File: config.mk
export PLATFORM = sky130hd
export DESIGN_NAME = day1_input_sequencer_flat
export DESIGN_NICKNAME = d
export VERILOG_FILES = /design/src/rtl/day1_input_sequencer_if.sv /design/src/rtl/day1_input_sequencer.sv /design/src/flat_wrapper.sv
export SDC_FILE = /design/constraint.sdc
export NUM_CORES = 1
export LEC_CHECK = 0
export ABC_AREA = 1
export BUFFER_PORTS_ARGS = -buffer_cell sky130_fd_sc_hd__buf_4
export CORE_MARGIN = 2
export CORE_UTILIZATION = 52
export CTS_BUF_LIST = sky130_fd_sc_hd__clkbuf_4
export DETAILED_ROUTE_END_ITERATION = 8
export PLACE_DENSITY_LB_ADDON = 0.15
export SLEW_MARGIN = 15
export SYNTH_ARGS = -nofsm -noshare
export SYNTH_HDL_FRONTEND = slang
export SYNTH_SLANG_ARGS = --single-unit
File: constraint.sdc
create_clock -name clk -period 5.1 [get_ports clk]
set_clock_uncertainty 0.1 [all_clocks]
set_input_delay 0.765 -clock clk [delete_from_list [all_inputs] [get_ports clk]]
set_output_delay 0.765 -clock clk [all_outputs]
set_load 0.02 [all_outputs]
File: src/rtl/day1_input_sequencer_if.sv
// rtl/day1_input_sequencer_if.sv - memory read port and step stream between the sequencer and its neighbours
interface day1_input_sequencer_if #(
    parameter int WIDTH  = 11,
    parameter int ADDR_W = 13
);
    logic              mem_rd_en;
    logic [ADDR_W-1:0] mem_addr;
    logic [WIDTH-1:0]  mem_rdata;

    logic              step_valid;
    logic              step_ready;
    logic              step_dir;
    logic [WIDTH-2:0]  step_mag;
    logic              step_last;

    modport master (
        output mem_rd_en,
        output mem_addr,
        input  mem_rdata,
        output step_valid,
        input  step_ready,
        output step_dir,
        output step_mag,
        output step_last
    );

    modport slave (
        input  mem_rd_en,
        input  mem_addr,
        output mem_rdata,
        input  step_valid,
        output step_ready,
        input  step_dir,
        input  step_mag,
        input  step_last
    );
endinterface

File: src/rtl/day1_input_sequencer.sv
// rtl/day1_input_sequencer.sv - plays the Day 1 rotation list into the dial accumulator through a 2-entry prefetch buffer
// Optional SEQ_ABORT_EN adds an abort input that discards buffered steps and ends the run.
module day1_input_sequencer #(
    parameter int DEPTH  = 4126,
    parameter int WIDTH  = 11,
    parameter int ADDR_W = $clog2(DEPTH)
) (
    input  logic                   clk,
    input  logic                   rst_n,
    day1_input_sequencer_if.master bus,
    input  logic                   start,
    input  logic [ADDR_W:0]        num_records,
`ifdef SEQ_ABORT_EN
    input  logic                   abort,
`endif
    output logic                   busy,
    output logic                   done,
    output logic [ADDR_W:0]        rec_count
);

    typedef enum logic [1:0] {
        S_IDLE  = 2'd0,
        S_RUN   = 2'd1,
        S_FLUSH = 2'd2,
        S_DONE  = 2'd3
    } state_t;

    localparam logic [ADDR_W:0] DEPTH_C = (ADDR_W+1)'(DEPTH);
    localparam logic [ADDR_W:0] ONE_C   = (ADDR_W+1)'(1);

    state_t            r_state;
    state_t            w_next;

    logic [ADDR_W:0]   r_n;
    logic [ADDR_W:0]   r_rd_ptr;
    logic              r_inflight;
    logic              r_inflight_last;

    logic [WIDTH:0]    r_fifo_mem [2];
    logic              r_fifo_wp;
    logic              r_fifo_rp;
    logic [1:0]        r_fifo_cnt;

    logic              r_out_valid;
    logic              r_out_dir;
    logic [WIDTH-2:0]  r_out_mag;
    logic              r_out_last;

    logic [ADDR_W:0]   w_n_clamped;
    logic              w_start_ok;
    logic              w_abort;
    logic              w_hs;
    logic              w_last_hs;
    logic              w_rd_en;
    logic [2:0]        w_occ;
    logic              w_fifo_empty;
    logic              w_head_valid;
    logic [WIDTH:0]    w_head;
    logic              w_out_load;
    logic              w_push;
    logic              w_pop;

    assign w_n_clamped = (num_records > DEPTH_C) ? DEPTH_C : num_records;
    assign w_start_ok  = (r_state == S_IDLE) && start;

`ifdef SEQ_ABORT_EN
    assign w_abort = abort && ((r_state == S_RUN) || (r_state == S_FLUSH));
`else
    assign w_abort = 1'b0;
`endif

    assign w_hs      = r_out_valid && bus.step_ready;
    assign w_last_hs = w_hs && r_out_last;

    // Occupancy counts reads in flight so a full FIFO can never be overrun by returning data.
    assign w_occ        = {1'b0, r_fifo_cnt} + {2'b00, r_inflight};
    assign w_fifo_empty = (r_fifo_cnt == 2'd0);

    // Returning data bypasses an empty FIFO so the first step appears two cycles after its read.
    assign w_head_valid = !w_fifo_empty || r_inflight;
    assign w_head       = !w_fifo_empty ? r_fifo_mem[r_fifo_rp] : {r_inflight_last, bus.mem_rdata};
    assign w_out_load   = w_head_valid && (!r_out_valid || w_hs);
    assign w_push       = r_inflight && !(w_out_load && w_fifo_empty);
    assign w_pop        = w_out_load && !w_fifo_empty;

    always_ff @(posedge clk or negedge rst_n) begin
        if (!rst_n) begin
            r_state <= S_IDLE;
        end else begin
            r_state <= w_next;
        end
    end

    always_comb begin
        w_next = r_state;
        case (r_state)
            S_IDLE: begin
                if (start) begin
                    w_next = (num_records == '0) ? S_DONE : S_RUN;
                end
            end
            S_RUN: begin
                if (w_abort) begin
                    w_next = S_DONE;
                end else if (r_rd_ptr == r_n) begin
                    w_next = S_FLUSH;
                end
            end
            S_FLUSH: begin
                if (w_abort || w_last_hs) begin
                    w_next = S_DONE;
                end
            end
            S_DONE: begin
                w_next = S_IDLE;
            end
            default: begin
                w_next = S_IDLE;
            end
        endcase
    end

    always_comb begin
        busy    = 1'b0;
        done    = 1'b0;
        w_rd_en = 1'b0;
        case (r_state)
            S_RUN: begin
                busy    = 1'b1;
                w_rd_en = (r_rd_ptr < r_n) && (w_occ < 3'd2) && !w_abort;
            end
            S_FLUSH: begin
                busy = 1'b1;
            end
            S_DONE: begin
                done = 1'b1;
            end
            default: begin
                busy = 1'b0;
            end
        endcase
    end

    assign bus.mem_rd_en  = w_rd_en;
    assign bus.mem_addr   = w_rd_en ? r_rd_ptr[ADDR_W-1:0] : '0;
    assign bus.step_valid = r_out_valid;
    assign bus.step_dir   = r_out_dir;
    assign bus.step_mag   = r_out_mag;
    assign bus.step_last  = r_out_last;

    always_ff @(posedge clk or negedge rst_n) begin
        if (!rst_n) begin
            r_n             <= '0;
            r_rd_ptr        <= '0;
            r_inflight      <= 1'b0;
            r_inflight_last <= 1'b0;
            r_fifo_mem[0]   <= '0;
            r_fifo_mem[1]   <= '0;
            r_fifo_wp       <= 1'b0;
            r_fifo_rp       <= 1'b0;
            r_fifo_cnt      <= 2'd0;
            r_out_valid     <= 1'b0;
            r_out_dir       <= 1'b0;
            r_out_mag       <= '0;
            r_out_last      <= 1'b0;
            rec_count       <= '0;
        end else begin
            if (w_start_ok) begin
                r_n       <= w_n_clamped;
                r_rd_ptr  <= '0;
                rec_count <= '0;
            end else if (w_hs) begin
                rec_count <= rec_count + ONE_C;
            end

            if (w_abort) begin
                r_inflight      <= 1'b0;
                r_inflight_last <= 1'b0;
                r_fifo_wp       <= 1'b0;
                r_fifo_rp       <= 1'b0;
                r_fifo_cnt      <= 2'd0;
                r_out_valid     <= 1'b0;
                r_out_dir       <= 1'b0;
                r_out_mag       <= '0;
                r_out_last      <= 1'b0;
            end else begin
                r_inflight      <= w_rd_en;
                r_inflight_last <= (r_rd_ptr == (r_n - ONE_C));
                if (w_rd_en) begin
                    r_rd_ptr <= r_rd_ptr + ONE_C;
                end

                if (w_push) begin
                    r_fifo_mem[r_fifo_wp] <= {r_inflight_last, bus.mem_rdata};
                    r_fifo_wp             <= ~r_fifo_wp;
                end
                if (w_pop) begin
                    r_fifo_rp <= ~r_fifo_rp;
                end
                r_fifo_cnt <= r_fifo_cnt + {1'b0, w_push} - {1'b0, w_pop};

                if (w_out_load) begin
                    r_out_valid <= 1'b1;
                    r_out_last  <= w_head[WIDTH];
                    r_out_dir   <= w_head[WIDTH-1];
                    r_out_mag   <= w_head[WIDTH-2:0];
                end else if (w_hs) begin
                    r_out_valid <= 1'b0;
                end
            end
        end
    end

endmodule

File: src/flat_wrapper.sv
// flat-port wrapper written by rule: the top's interface ports become plain ports
module day1_input_sequencer_flat 
#(
    parameter int DEPTH  = 4126,
    parameter int WIDTH  = 11,
    parameter int ADDR_W = $clog2(DEPTH)
)
  (clk, rst_n, start, num_records, busy, done, rec_count, bus_mem_rd_en, bus_mem_addr, bus_mem_rdata, bus_step_valid, bus_step_ready, bus_step_dir, bus_step_mag, bus_step_last);
  day1_input_sequencer_if #(.WIDTH(WIDTH), .ADDR_W(ADDR_W)) bus_i ();
  input  logic clk;
  input  logic rst_n;
  input  logic start;
  input  logic [ADDR_W:0] num_records;
  output logic busy;
  output logic done;
  output logic [ADDR_W:0] rec_count;
  output wire logic [$bits(bus_i.mem_rd_en)-1:0] bus_mem_rd_en;
  output wire logic [$bits(bus_i.mem_addr)-1:0] bus_mem_addr;
  input wire logic [$bits(bus_i.mem_rdata)-1:0] bus_mem_rdata;
  output wire logic [$bits(bus_i.step_valid)-1:0] bus_step_valid;
  input wire logic [$bits(bus_i.step_ready)-1:0] bus_step_ready;
  output wire logic [$bits(bus_i.step_dir)-1:0] bus_step_dir;
  output wire logic [$bits(bus_i.step_mag)-1:0] bus_step_mag;
  output wire logic [$bits(bus_i.step_last)-1:0] bus_step_last;
  assign bus_mem_rd_en = bus_i.mem_rd_en;
  assign bus_mem_addr = bus_i.mem_addr;
  assign bus_i.mem_rdata = bus_mem_rdata;
  assign bus_step_valid = bus_i.step_valid;
  assign bus_i.step_ready = bus_step_ready;
  assign bus_step_dir = bus_i.step_dir;
  assign bus_step_mag = bus_i.step_mag;
  assign bus_step_last = bus_i.step_last;
  day1_input_sequencer #(.DEPTH(DEPTH), .WIDTH(WIDTH), .ADDR_W(ADDR_W)) u_core (.clk(clk), .rst_n(rst_n), .bus(bus_i), .start(start), .num_records(num_records), .busy(busy), .done(done), .rec_count(rec_count));
endmodule
==> results.toml <==
[outcome]
outcome = "finished clean"

[synthesis]
synth_sequential_area_ratio_pct = 42.23
ys_ff_latch = 87
synth_cells = 658
syn_area_mm2 = 0.005155
count_of_flip_flops_with_a_built_in_enable_after_synthesis = 0
synth.net_count = 711
synth-async-reset-ratio_pct = 100.0
syn_area_per_cell_um2 = 7.834
synth-main-ff-cell = "dfrtp_1"
post_synth_num_cell_types = 38
yosys_warnings = 0

[timing]
max_transition_viols_final = 0
final_period_minus_worst_setup_slack_ns = 3.862
setup_viol = 0
slew-limit-headroom_pct = 35.51
final_cycle_share_pct = 75.73
tns_ns = 0
finalHoldViolations = 0
unrepaired_setup_endpoints_after_global_routing = "no"
max_freq_mhz = 258.9
timing.hold.ws_ns = 0.2714
tightest_slew_ns = 0.9650
final_critical_path_setup_slack_ns = 1.238

[grt]
grt_first_pass_wirelength_um = 20470
vias_in_the_first_global_route = 4400
track_usage_pct = 23.17
antenna_found_initial = 0
grt.overflow.total = 0
grt_start_max_net_pins = 88

[detailed_routing]
drt_pass1_iterations = 4
post_drt_via_cell_ratio = 5.214
drtAntennaViolNets = 0
drtIter0Drc = 200
routed-via-count = 4474
drcViolationCount = 0
route.final.wire_length_um = 11670
drt-wirelength-per-cell_um = 13.60

[placed_design]
port_buffers = 71
finalWeightedCongestion = 0.9110
detailedPlacementHpwl_um = 8472
place_ws_ns = 1.765

[cts]
numCtsBuffers = 9
clock-root-buffer = "clkbuf_4"
clkLatencyLatePin_ns = 0.44
cts.reportedPaths.clkPinSlew_ns = 0.13
cts-root-to-sink-buffers = 2
numClockSinks = 87
hold_buffers = 0
tritoncts = "done"
cts.htree.levels = 3
post-cts-setup-buffers = 0
postCtsResizedCells = 0

[setup_path]
critPathSlowestCell = "nand2_1"
critical-path-max-stage-delay_ns = 0.55
critical_path_required_ns = 4.24
crit_arrival_ns = 3.00
setup.worst_path.start_class = "register"
critical_path_class = "register to output port"
cpMostUsedCell = "nand2_1"
path_delay_family = "simple AND/OR/NAND/NOR gates"
crit_path_end_kind = "output port"
crit_path_cell_trace = "ha_1 -> nand2_1 -> nand2_1 -> nor3_1 -> nand3_1 -> nor2_1 -> nand2_1 -> buf_4 -> nor2_2 -> buf_4"
path_max_fanout = 30
cp.buffers_inverters = 2

[floorplan]
die-height_um = 103.6
num_io_pins = 72
core_mm2 = 0.009684
start_util_pct = 53.23
die_w_um = 103.6
floorplan.rows = 36
die_area_mm2 = 0.01073

[finish]
antenna_cells_inserted = 0
syn_to_layout_area_delta_pct = 14.42
drive_above_1_share_pct = 18.76
layout.nets = 773

[power_and_ir_drop]
static-leakage-power_nw = 2.973
ratio_of_total_power_to_cell_area_mw_per_mm2 = 473.2
finalPower_mw = 2.791
irDropWorstVdd_uv = 308.6

[hold_path]
min_path_type = "input port to async pin"

[job]
cap_viol_max_count = 0
-- worst register-to-register path: cells and delay by family (launching register included) --
kind                     cells  cell delay (ns)
AND/OR/NAND/NOR              8             1.24
flip-flops                   1             0.46
adder cells (fa/ha/maj)      1             0.34
buffers and inverters        3             0.52
-- cells in the mapped netlist (2+ instances only) --
cell | number | area [um^2]
nand2_1 | 151 | 566.8
dfrtp_1 | 87 | 2177
inv_1 | 74 | 277.8
nor2_1 | 63 | 236.5
nand3_1 | 49 | 245.2
o21ai_1 | 29 | 145.1
ha_1 | 24 | 300.3
a21oi_1 | 23 | 115.1
xor2_1 | 15 | 131.4
inv_2 | 13 | 48.80
nor3_1 | 13 | 65.06
mux2i_1 | 12 | 120.1
o21ai_2 | 12 | 105.1
o221ai_1 | 12 | 105.1
nand2_2 | 11 | 68.82
clkbuf_1 | 10 | 37.54
o21ai_0 | 10 | 50.05
buf_2 | 9 | 45.04
xnor2_1 | 6 | 52.55
nand4_1 | 4 | 25.02
nor2_2 | 4 | 25.02
nor4_1 | 4 | 25.02
buf_6 | 3 | 33.78
clkinv_1 | 3 | 11.26
nor2_4 | 2 | 22.52
o21a_1 | 2 | 15.01
or2_1 | 2 | 12.51
-- power breakdown --
group	leakage, nW	total [mW]	switching (mW)	internal, mW
clock	0.0731	0.402	0.242	0.161
sequential	1.13	1.11	0.204	0.902
combinational	1.77	1.28	0.786	0.497
total	2.97	2.79	1.23	1.56
-- final cells by class --
cell class	count	area (um^2)
Clock buffer	11	82.58
Tap cell	133	166.4
Inverter	90	337.8
Multi-Input combinational cell	458	2516
Fill cell	930	3786
Sequential cell	87	2177
Clock inverter	5	58.81
Timing Repair Buffer	74	559.3
-- path summary, 6_finish.rpt --
check / from / end / slack [ns] / depth (start not counted)
setup / recovery: u_core.r_rd_ptr[13]$_DFFE_PN0P_ / bus_mem_addr[0] / 1.24 / 10
hold / removal: rst_n / u_core.bus.step_mag[2]$_DFFE_PN0P_ / 0.27 / 1
setup reg to reg: u_core.r_rd_ptr[13]$_DFFE_PN0P_ / u_core.r_rd_ptr[0]$_DFFE_PN0P_ / 2.36 / 12
hold reg to reg: u_core.r_fifo_mem[14]$_DFFE_PN0P_ / u_core.r_fifo_mem[14]$_DFFE_PN0P_ / 0.40 / 2
max in group asynchronous: rst_n / u_core.r_n[6]$_DFFE_PN0P_ / 4.11 / 1
min in group clk: u_core.r_fifo_mem[14]$_DFFE_PN0P_ / u_core.r_fifo_mem[14]$_DFFE_PN0P_ / 0.40 / 2
-- stage by stage --
| step | util (%) | instance area [um^2] | std cells |
|---|---|---|---|
| detailed placement | 59.41 | 5753 | 842 |
| global placement | 59.41 | 5753 | 842 |
| finish | 60.90 | 5898 | 858 |
| CTS | 60.87 | 5894 | 858 |
| floorplan | - | 5155 | 658 |
| global route | 60.90 | 5898 | 858 |
-- routing by layer --
layer / share of wire, % / global-route usage, % / up-vias
li1: - / - / 2247
met1: 44 / 29.53 / 2109
met2: 50 / 39.64 / 97
met3: 4.0 / 4.154 / 21
met4: 2.3 / 8.494 / 0
met5: 0 / 0 / -
-- state kept, by name (all words and copies together), names as in the netlist --
register	flops
u_core.bus.step_last	1
u_core.r_n	14
u_core.bus.step_mag	10
u_core.r_fifo_cnt	2
u_core.r_state	2
u_core.r_fifo_mem	24
u_core.r_inflight	1
u_core.bus.step_dir	1
u_core.r_fifo_rp	1
u_core.bus.step_valid	1
u_core.r_fifo_wp	1
u_core.r_inflight_last	1
u_core.r_rd_ptr	14
u_core.rec_count	14
-- logic make-up (layout without fill, tap and decap cells) --
kind of cell	after synthesis	after routing	synth area share, %
AOI/OAI and AO/OA	93	93	11.19
buffers and inverters	113	180	8.956
DFF	87	87	42.23
xor gates and xnor gates	21	21	3.568
and+or+nand+nor	308	308	25.90
muxes	12	12	2.330
adders and majority gates	24	24	5.825
-- placed cells by master, fill, tap and decap left out, drive strengths merged, types with 2 or more instances in the layout --
cell      count
nand2       162
dfrtp        87
inv          87
buf          74
nor2         69
o21ai        51
nand3        49
ha           24
a21oi        24
xor2         15
nor3         14
mux2i        12
o221ai       12
clkbuf       11
xnor2         6
clkinv        5
nand4         4
nor4          4
or2           4
o21a          2
clkinvlp      2
Power figures use the tool's default switching activity.
